--- src/rtl/qpp_interleaver.sv ---
`default_nettype none
// ============================================================================
//  Module   : qpp_interleaver
//  Purpose  : Turbo-code style QPP interleaver with ping-pong bit banks.
//             Natural-order bits are written into one K-bit bank while the
//             other, already complete, bank is streamed out as (natural,
//             interleaved) bit pairs, one pair per cycle, with
//             pi(i) = (F1*i + F2*i*i) mod K generated recursively.
//  Revision : 1.0  initial release
// ----------------------------------------------------------------------------
//  Parameters
//    K   block length in bits
//    F1  QPP linear coefficient
//    F2  QPP quadratic coefficient
//    AW  index width, 2^AW >= K
//  Ports
//    clk        in   rising-edge clock
//    reset      in   asynchronous active-high reset
//    bypass     in   (QPP_BYPASS_EN only) out_int mirrors out_nat while high
//    in_bit     in   natural-order data bit
//    in_valid   in   in_bit valid this cycle
//    in_ready   out  write bank can accept in_bit this cycle
//    out_nat    out  natural-order bit (first RSC encoder)
//    out_int    out  interleaved bit (second RSC encoder)
//    out_valid  out  out_nat / out_int valid
//    out_start  out  output index 0 of a block
//    out_last   out  output index K-1 of a block
//  Build option
//    QPP_BYPASS_EN  adds the bypass input; without it interleaving is always
//                   active and the port is absent.
// ============================================================================
module qpp_interleaver #(
  parameter int K  = 40,
  parameter int F1 = 3,
  parameter int F2 = 10,
  parameter int AW = 6
) (
  input  logic clk,
  input  logic reset,
`ifdef QPP_BYPASS_EN
  input  logic bypass,
`endif
  input  logic in_bit,
  input  logic in_valid,
  output logic in_ready,
  output logic out_nat,
  output logic out_int,
  output logic out_valid,
  output logic out_start,
  output logic out_last
);

  // Index constants, all pre-reduced modulo K so the recursion only ever
  // needs a single conditional subtract per addition.
  localparam logic [AW:0]   K_EXT  = (AW+1)'(K);
  localparam logic [AW-1:0] LAST   = AW'(K - 1);
  localparam logic [AW-1:0] G0     = AW'((F1 + F2) % K);
  localparam logic [AW-1:0] TWO_F2 = AW'((2 * F2) % K);

  typedef enum logic {
    IDLE = 1'b0,
    READ = 1'b1
  } state_t;

  // (a + b) mod K for a, b already in [0, K).
  function automatic logic [AW-1:0] add_mod(input logic [AW-1:0] a,
                                            input logic [AW-1:0] b);
    logic [AW:0] s;
    s = {1'b0, a} + {1'b0, b};
    if (s >= K_EXT) s = s - K_EXT;
    return s[AW-1:0];
  endfunction

  // --------------------------------------------------------------------------
  // Storage and control state
  // --------------------------------------------------------------------------
  logic [K-1:0]  bank0;
  logic [K-1:0]  bank1;
  logic [1:0]    full;
  logic [1:0]    full_nxt;
  logic          wbank;
  logic          rbank;
  logic [AW-1:0] wcnt;
  logic [AW-1:0] ridx;
  logic [AW-1:0] pi_idx;
  logic [AW-1:0] g_step;
  state_t        state;

  logic          wr_en;
  logic          wr_done;
  logic          rd_done;
  logic [K-1:0]  rd_bank;
  logic          nat_bit;
  logic          int_bit;

  assign in_ready = ~full[wbank];
  assign wr_en    = in_valid & in_ready;
  assign wr_done  = wr_en & (wcnt == LAST);
  assign rd_done  = (state == READ) & (ridx == LAST);

  // Write and read banks are always distinct while both are active: the
  // write bank is never full, the read bank always is.
  assign rd_bank  = rbank ? bank1 : bank0;
  assign nat_bit  = rd_bank[ridx];

`ifdef QPP_BYPASS_EN
  assign int_bit  = bypass ? rd_bank[ridx] : rd_bank[pi_idx];
`else
  assign int_bit  = rd_bank[pi_idx];
`endif

  // Set by the writer, cleared by the reader; the two events target
  // different banks so both can land on the same edge.
  always_comb begin
    full_nxt = full;
    if (wr_done) full_nxt[wbank] = 1'b1;
    if (rd_done) full_nxt[rbank] = 1'b0;
  end

  // --------------------------------------------------------------------------
  // Bank storage: data content is don't-care until the full flag is set, so
  // it carries no reset.
  // --------------------------------------------------------------------------
  always_ff @(posedge clk) begin
    if (wr_en) begin
      if (wbank) bank1[wcnt] <= in_bit;
      else       bank0[wcnt] <= in_bit;
    end
  end

  // --------------------------------------------------------------------------
  // Writer: fill counter, bank pointer and full flags
  // --------------------------------------------------------------------------
  always_ff @(posedge clk or posedge reset) begin
    if (reset) begin
      full  <= 2'b00;
      wbank <= 1'b0;
      wcnt  <= '0;
    end else begin
      full <= full_nxt;
      if (wr_en) begin
        if (wcnt == LAST) begin
          wcnt  <= '0;
          wbank <= ~wbank;
        end else begin
          wcnt  <= wcnt + 1'b1;
        end
      end
    end
  end

  // --------------------------------------------------------------------------
  // Reader FSM with registered outputs. Outputs default to zero every cycle
  // so that they are only non-zero alongside out_valid.
  // --------------------------------------------------------------------------
  always_ff @(posedge clk or posedge reset) begin
    if (reset) begin
      state     <= IDLE;
      rbank     <= 1'b0;
      ridx      <= '0;
      pi_idx    <= '0;
      g_step    <= '0;
      out_valid <= 1'b0;
      out_nat   <= 1'b0;
      out_int   <= 1'b0;
      out_start <= 1'b0;
      out_last  <= 1'b0;
    end else begin
      out_valid <= 1'b0;
      out_nat   <= 1'b0;
      out_int   <= 1'b0;
      out_start <= 1'b0;
      out_last  <= 1'b0;
      case (state)
        IDLE: begin
          if (full[rbank]) begin
            state  <= READ;
            ridx   <= '0;
            pi_idx <= '0;
            g_step <= G0;
          end
        end
        READ: begin
          out_valid <= 1'b1;
          out_nat   <= nat_bit;
          out_int   <= int_bit;
          out_start <= (ridx == '0);
          out_last  <= (ridx == LAST);
          if (ridx == LAST) begin
            rbank  <= ~rbank;
            ridx   <= '0;
            pi_idx <= '0;
            g_step <= G0;
            // The other bank's flag is sampled before this edge: a block
            // completing on this very edge is picked up from IDLE instead.
            if (!full[~rbank]) state <= IDLE;
          end else begin
            ridx   <= ridx + 1'b1;
            pi_idx <= add_mod(pi_idx, g_step);
            g_step <= add_mod(g_step, TWO_F2);
          end
        end
        default: state <= IDLE;
      endcase
    end
  end

endmodule
`default_nettype wire

--- config.mk ---
export PLATFORM = sky130hd
export DESIGN_NAME = qpp_interleaver
export DESIGN_NICKNAME = d
export VERILOG_FILES = /design/src/rtl/qpp_interleaver.sv
export SDC_FILE = /design/constraint.sdc
export NUM_CORES = 1
export LEC_CHECK = 0
export BUFFER_PORTS_ARGS = -buffer_cell sky130_fd_sc_hd__buf_2
export CORE_UTILIZATION = 55
export DETAILED_ROUTE_END_ITERATION = 7
export PLACE_DENSITY = 0.81
export SYNTH_ARGS = -nofsm -noshare
export SYNTH_HDL_FRONTEND = slang
export SYNTH_SLANG_ARGS = --single-unit
export TNS_END_PERCENT = 30
--- constraint.sdc ---
create_clock -name clk -period 2.9 [get_ports clk]
set_input_delay 0 -clock clk [delete_from_list [all_inputs] [get_ports clk]]
set_output_delay 0 -clock clk [all_outputs]
set_load 0.01 [all_outputs]
---- After elaboration in Yosys (flattened, before gate mapping) ----
Index checks and enable logic that the tools add are counted.
cells by class
  bitwise operators ....................... 10
  reductions and logical operators ........ 8
  order comparisons ....................... 11
  multiplexer cells ....................... 41
  add/subtract/negate cells ............... 6
  equal/unequal tests ..................... 3
operators with widths
  operator                                                            number
  bitwise mux 40 bit                                                  2
  two-way mux 6 bit                                                   8
  two-way mux 40 bit                                                  1
  one-hot mux 6 bit (2 select lines)                                  3
  < comparator 6 x 7 -> 1 bit (second input constant)                 3
  two-way mux 1 bit                                                   19
  greater-or-equal comparator 7 x 6 -> 1 bit (second input constant)  2
  adder 6 x 1 -> 6 bit (second input constant)                        2
  binary-select mux 1 bit (select 6 bit)                              2
  == test 6 bit (second input constant)                               2
  subtractor 6 bit (second input constant)                            2
  AND reduction 2 bit                                                 4
  adder 6 x 5 -> 7 bit (second input constant)                        1
  adder 6 x 6 -> 7 bit                                                1
  demux 1 bit (select 6 bit)                                          1
  greater-or-equal comparator 6 x 1 -> 1 bit (second input constant)  1
  zero test 6 bit                                                     1
  < comparator 1 x 2 -> 1 bit (second input constant)                 3
  two-way mux 2 bit                                                   2
  NOT 1 bit                                                           4
  AND 1 bit                                                           3
  logical AND 1 bit                                                   3
  AND 2 bit                                                           1
  demux 1 bit (select 1 bit)                                          2
  5 further kinds                                                     6
storage, ports and cells
  register bits after elaboration ......... 114
  logic and storage cells ................. 94
  output and inout port bits .............. 6

---- Depth between registers and ports, before layout ----
Gate-level depths: netlist of the first run.
  depth after elaboration ................. 8
  mapped depth ............................ 11
  mapped depth without buffers ............ 11

---- Worst setup path after synthesis of the first run ----
OpenSTA, ideal clock, no wires.
  path type ............................... register -> register
  start ................................... register pi_idx[0]
  end ..................................... register pi_idx[4]
  slack ................................... 416 ps
  cell stages (with the launch flop) ...... 12
  data arrival time ....................... 2,358 ps
  required time ........................... 2,774 ps
  clock period less this slack ............ 2,484 ps
  path buffers ............................ 0
  path through ............................ dfrtp_1 > ha_1 > ha_1 > a211oi_1 > nor2_1 > or2_2 > ha_1 > inv_1 > a211oi_1 > a22oi_1 > nor3_1 > a221o_1
on the way
  cells in the longest elaborated chain, start to end .. 5
  elaborated cells on any way between the ends .. 6
  classes of those cells .................. add/sub: 2; order compare: 1; mux: 3
ends and longest elaborated chain
  element                                                                         RTL line  text
  from (decl)                                                                     85        logic [AW-1:0] pi_idx;
  from (signal assigned)                                                          199       pi_idx <= add_mod(pi_idx, g_step);
  adder 6 x 6 -> 7 bit (*)                                                        69        s = {1'b0, a} + {1'b0, b};
  subtractor 6 bit or greater-or-equal comparator 7 x 6 -> 1 bit (tied branches)  70        if (s >= K_EXT) s = s - K_EXT;
  two-way mux 6 bit (*)                                                           70
  two-way mux 6 bit (*)                                                           189       if (ridx == LAST) begin
  one-hot mux 6 bit (2 select lines) (*)                                          174       case (state)
Mark *: on every way between the ends. The rest lies on a longest branch, timed or not.
A chain may end at the register's enable or synchronous reset.

---- Final worst setup path of the first run ----
  start ................................... register g_step[2]
  end ..................................... register pi_idx[4]
on the way
  cells in the longest elaborated chain, start to end .. 5
  elaborated cells on any way between the ends .. 6
  classes of those cells .................. add/sub: 2; order compare: 1; mux: 3
ends and longest elaborated chain
  element                                                                         RTL line  text
  from (decl)                                                                     86        logic [AW-1:0] g_step;
  from (signal assigned)                                                          200       g_step <= add_mod(g_step, TWO_F2);
  adder 6 x 6 -> 7 bit (*)                                                        69
  subtractor 6 bit or greater-or-equal comparator 7 x 6 -> 1 bit (tied branches)  70
  two-way mux 6 bit (*)                                                           70
  two-way mux 6 bit (*)                                                           189
  one-hot mux 6 bit (2 select lines) (*)                                          174
Marked as above.

==> flow_summary.ini, run 1 <==
[die]
die_w_um = 106
die_h_um = 106
rows = 37
start_util = 0.573
die_area_um2 = 11300
core_region_area_um2 = 10500
pin_count = 10

[drt]
via_count = 4030
viasPerCell = 6.47
drtAntennaViolNets = 0
first_iter_violations = 453
postRouteWirelength_um = 13500
routedWlPerCell_um = 21.6
post-route-drc-count = 0
dr.pass1.iters = 5

[power_and_ir_drop]
ir_drop_mv = 0.701
powerDensity_nw_per_um2 = 997
leakage_nw = 2.36

[sta]
tightest_slew_ns = 1.21
tns_ns = 0
min_period_ns = 2.71
rsz0062_at_grt = false
skew_ns = 0.0106
final.period_utilization = 0.936
max_freq_mhz = 369
maxSlewHeadroom = 0.191
finalSetupViolCount = 0
finalHoldViolations = 0
maxSlewViolCount = 0

[finish]
fillCellCount = 774
final_core_util = 0.645
layout_commonest_cell = nor2_1
fin_cells = 623
nets = 491
drive_above_1_share = 0.193
diodes = 0
layout_common_cells = nor2_1 (98), edfxtp_1 (80), mux4_2 (34), dfrtp_1 (32), nand2_1 (26)
syn2layout_area_growth_pct = 12.6

[synthesis]
yosysWarnings = 0
async_flop_share = 0.292
ys_seq_area_frac = 0.539
yosysUniqueCellTypes = 50
ys.flop_type = edfxtp_1
synth_cells = 463
ys_seq_elements = 113
synth_edf_count = 80
syn_nets = 480
syn_avg_cell_area_um2 = 12.9
synth_area_um2 = 5990

[worst_setup_path]
worstSetupEndpointType = flip-flop
r2r-start = g_step[2]
crit_path_start_kind = flip-flop
worstSetupStartpoint = g_step[2]
cp.arrival_ns = 3.12
critPathMaxFanout = 7
cp.required_ns = 3.31
worst-setup-path-type = reg -> reg

[placed_design]
place_inst = 589
gpl.final_weighted_congestion = 0.872
dp_hpwl_um = 8570
io_buffers = 9

[clock_tree]
cts_made_buffers = 17
ctsRootBufferMaster = clkbuf_8
cts_tree = done
worst_skew_pair.late_latency_ns = 0.52
post_cts_buffers = 0
cts.clk_slew.worst_paths_ns = 0.06
cts_buffer_depth = 2
htree_num_levels = 4
clkSinkCount = 113

[grt]
grt_pass1_vias = 4233
grtUsageTotal = 0.267
grt_pass1_wl_um = 22300
antenna_found_initial = 0
grt_max_degree = 81
grt-ovfl-total = 0

[run]
max_cap_viol_count = 0

[hold_path]
hold_class = in -> async

[status]
status = complete, no violations
final timing paths:
kind	cells past startpoint	slack, ns	to
max in group asynchronous	4	2.44	rbank
min	4	0.12	g_step[2]
max reg2reg	10	0.19	pi_idx[4]
min in group clk	1	0.31	bank1[2]
max	10	0.19	pi_idx[4]
min reg2reg	1	0.53	g_step[0]
cell type report:
| class | count | area, µm² | share of cell area |
|---|---|---|---|
| flip-flops and latches | 113 | 3230 | 0.479 |
| multi-input cells | 311 | 2580 | 0.383 |
| clock buffers | 17 | 414 | 0.0614 |
| well taps | 136 | 170 | 0.0252 |
| clock inverters | 15 | 169 | 0.0250 |
| repair buffers | 19 | 138 | 0.0204 |
| inverters | 12 | 45.0 | 0.00668 |
Yosys cell counts (2+ instances only):
library cell,n,area (µm²)
dfrtp_1,33,826
o41ai_1,2,17.5
mux2_2,6,67.6
xnor2_1,6,52.6
mux4_2,34,766
a31oi_1,5,31.3
buf_6,3,33.8
nor2_1,98,368
and2_1,2,12.5
o31ai_1,2,15.0
a311oi_1,3,26.3
nor3_1,5,25.0
nor2b_1,4,25.0
a22oi_1,2,15.0
mux4_1,9,236
xor2_1,6,52.6
buf_2,2,10.0
a21o_1,2,15.0
a21oi_1,13,65.1
nand3_1,9,45.0
inv_1,11,41.3
nand3b_1,5,37.5
o21bai_1,2,15.0
nand2_1,26,97.6
edfxtp_1,80,2400
a211oi_1,5,37.5
a22o_1,5,43.8
nand4_1,4,25.0
o21ai_0,17,85.1
nor4b_1,2,17.5
or3b_2,2,17.5
ha_1,13,163
clkbuf_1,19,71.3
mux2i_1,10,100
metal layers:
layer,routed length (µm),up-vias,GRT usage
li1,-,1786,-
met1,5390,2037,0.327
met2,6890,175,0.445
met3,809,32,0.0613
met4,377,0,0.131
met5,0,-,0
worst max-delay path: stages (launching register included):
cell and delay [ns]:
dfrtp_1 0.47, ha_1 0.38, a211oi_2 0.30, nor2_1 0.10, or2_2 0.32, ha_1 0.22, inv_1 0.08, a211oi_1 0.05
a22oi_1 0.32, nor3_1 0.11, a221o_1 0.27
cell families (layout without fill, tap and decap cells):
family                   Yosys count  count (layout)  synth area share
AND/OR/NAND/NOR                  163             163             0.119
flip-flops                       113             113             0.539
AO/OA/AOI/OAI                     64              64            0.0708
multiplexers                      59              59             0.195
buffers and inverters             39              63            0.0311
adder cells (fa/ha/maj)           13              13            0.0272
XOR/XNOR                          12              12            0.0175
per-stage QoR:
stage	power (mW)	instance area, µm²	setup slack (ns)	hold slack (ns)
3_3_place_gp	4.52	6140	0.361	0.117
2_1_floorplan	3.99	5990	0.416	0.0989
5_1_grt	7.08	6750	0.0724	0.163
6_report	6.73	6750	0.187	0.116
3_5_place_dp	4.65	6140	0.192	0.123
4_1_cts	6.71	6740	0.177	0.128
repair_timing:
| item | 4_1_cts | 5_1_grt |
|---|---|---|
| hold endpoints to repair | 38 | 0 |
| setup endpoints to repair | 0 | 1 |
| gates resized for setup | 0 | 1 |
| hold buffers | 2 | 0 |
power by group:
part | switching (mW) | internal [mW] | total, mW | leakage (nW)
Sequential | 0.288 | 1.94 | 2.22 | 1.14
Clock | 0.740 | 1.30 | 2.04 | 0.273
Combinational | 1.43 | 1.04 | 2.47 | 0.949
sequential cells by signal (all words and copies together), names as in the netlist, 2 cells and up:
name and cells:
bank1 40, pi_idx 6, g_step 5, bank0 40, wcnt 6, ridx 6, full 2
No activity file was read; power rests on OpenSTA's default activity.
==> run 2, diff against run 1 <==
Settings changed: CORE_MARGIN from default to 2, CTS_BUF_LIST from default to sky130_fd_sc_hd__clkbuf_8.
==> run 2 against run 1 <==
- sequential power is essentially flat
- sequential share of layout area grew 1.7 points
- hold slack gained 0.074 ns
- register-to-register slack gained 0.03 ns
- first-iteration DRC count shrank 15%
- flip-flop and latch count is the same
- highest routed layer unchanged
==> flow_summary.ini, run 2 (synthesis gave the netlist of run 1 again) <==
[worst_setup_path]
crit_buf_inv = 1
path_delay_family = compound AO/OA/AOI/OAI gates
crit_slowest_cell = dfrtp_1
ff2ff_path_depth = 10
rrSetupSlack_ns = 0.22
cpPeakStageDelay_ns = 0.47
crit_path_start_kind = flip-flop
worst-setup-path-type = reg -> reg
crit_path_cell_trace = ha_1, a211oi_1, nor2_1, or2_2, ha_1, inv_1, a211oi_1, a22oi_1, nor3_1, a221o_1
critPathMaxFanout = 7
cp.required_ns = 3.23
cp.arrival_ns = 3.01
worstSetupEndpointType = flip-flop
r2r-start = g_step[2]
timing.rr.end = pi_idx[4]

[drt]
routedWlPerCell_um = 20.7
post-route-drc-count = 0
viasPerCell = 6.39
drtAntennaViolNets = 0
first_iter_violations = 386
postRouteWirelength_um = 13000
dr.pass1.iters = 5
via_count = 4009

[clock_tree]
cts.clk_slew.worst_paths_ns = 0.07
cts_tree = done
worst_skew_pair.late_latency_ns = 0.45
cts_made_buffers = 17
clkSinkCount = 113
ctsRootBufferMaster = clkbuf_8
post_cts_buffers = 0
htree_num_levels = 4
cts_buffer_depth = 2

[power_and_ir_drop]
powerDensity_nw_per_um2 = 912
swShare = 0.381
total_power_mw = 5.94
pwr-share-clk = 0.226
p_sw_mw = 2.26
ir_drop_mv = 0.652
leakage_nw = 2.30
p_comb_frac = 0.401
p_seq_frac = 0.373
power.internal_mw = 3.68

[finish]
multi_input_area_um2 = 2580
finalInstanceArea_um2 = 6520
drive_above_1_share = 0.183
layout_common_cells = nor2_1 (98), edfxtp_1 (80), mux4_2 (34), dfrtp_1 (32), nand2_1 (26)
largestRegisters = bank0: 40 flops, bank1: 40 flops
nets = 491
layout_commonest_cell = nor2_1
diodes = 0
fillCellCount = 833
seq_area_um2 = 3230
syn2layout_area_growth_pct = 8.79

[die]
die_area_um2 = 11700
rows = 38
start_util = 0.558
die_h_um = 108
die_w_um = 108
core_region_area_um2 = 10700
pin_count = 10

[hold_path]
hold_class = in -> async

[placed_design]
gpl.final_weighted_congestion = 0.849
place_area_um2 = 6140
io_buffers = 9
dp_hpwl_um = 8490

[grt]
grt_pass1_vias = 4065
antenna_found_initial = 0
grt-ovfl-total = 0
grt_busiest_layer = met2
use_met1 = 0.299
grt_max_degree = 81
grt_pass1_wl_um = 21000
grtUsageTotal = 0.245
use_met3 = 0.0542
met2_usage = 0.407

[sta]
maxSlewViolCount = 0
max_freq_mhz = 373
finalSetupViolCount = 0
rsz0062_at_grt = false
tns_ns = 0
final.period_utilization = 0.925
finalHoldViolations = 0
min_period_ns = 2.68
skew_ns = 0.0122
tightest_slew_ns = 1.21
maxSlewHeadroom = 0.191

[run]
max_cap_viol_count = 0

[status]
status = complete, no violations
run 2: worst register-to-register path: stages, from the launching register on:
cell      delay (ns)
dfrtp_1         0.47
ha_1            0.36
a211oi_1        0.33
nor2_1          0.10
or2_2           0.32
ha_1            0.22
inv_1           0.08
a211oi_1        0.05
a22oi_1         0.30
nor3_1          0.08
a221o_1         0.26
run 2: worst max path at each step:
| stage | slack (ns) | startpoint | to | depth (start not counted) |
|---|---|---|---|---|
| finish | 0.22 | g_step[2] | pi_idx[4] | 10 |
| global route | 0.03 | g_step[2] | pi_idx[4] | 10 |
| CTS | 0.24 | g_step[2] | pi_idx[4] | 10 |
| detailed placement | 0.27 | g_step[2] | pi_idx[4] | 10 |
| global placement | 0.36 | g_step[2] | pi_idx[4] | 10 |
| floorplan | 0.42 | pi_idx[0] | pi_idx[4] | 11 |
run 2: power groups by stage:
stage,sequential (mW),combinational (mW),clock [mW]
after floorplan,2.10,1.89,0
after global placement,2.22,2.27,0
after detailed placement,2.24,2.36,0
after CTS,2.21,2.37,1.35
after global routing,2.24,2.64,1.43
final,2.22,2.38,1.34
run 2: area by class of cell:
type / count / share of cell area
sequential: 113 / 0.495
multi-input combinational: 311 / 0.395
clock buffer: 20 / 0.0422
tap: 140 / 0.0269
timing repair buffer: 19 / 0.0211
clock inverter: 12 / 0.0121
inverter: 12 / 0.00691
run 2: routing by layer:
metal | wire [µm] | up-vias
met5 | 0 | -
met4 | 409 | 0
met3 | 608 | 40
met2 | 6490 | 151
met1 | 5450 | 2037
li1 | - | 1781
run 2: through the flow:
stage               hold WS [ns]  std cells   util  setup WS (ns)
finish                     0.190        627  0.607          0.218
global route               0.250        627  0.607         0.0345
detailed placement         0.122        593  0.572          0.266
CTS                        0.195        627  0.607          0.236
global placement           0.107        593  0.572          0.358
floorplan                 0.0989        463      -          0.416
run 2: what timing repair did:
item / 4_1_cts / 5_1_grt
hold endpoints to repair: 36 / 0
hold buffers: 2 / 0
resized for setup: 0 / 0
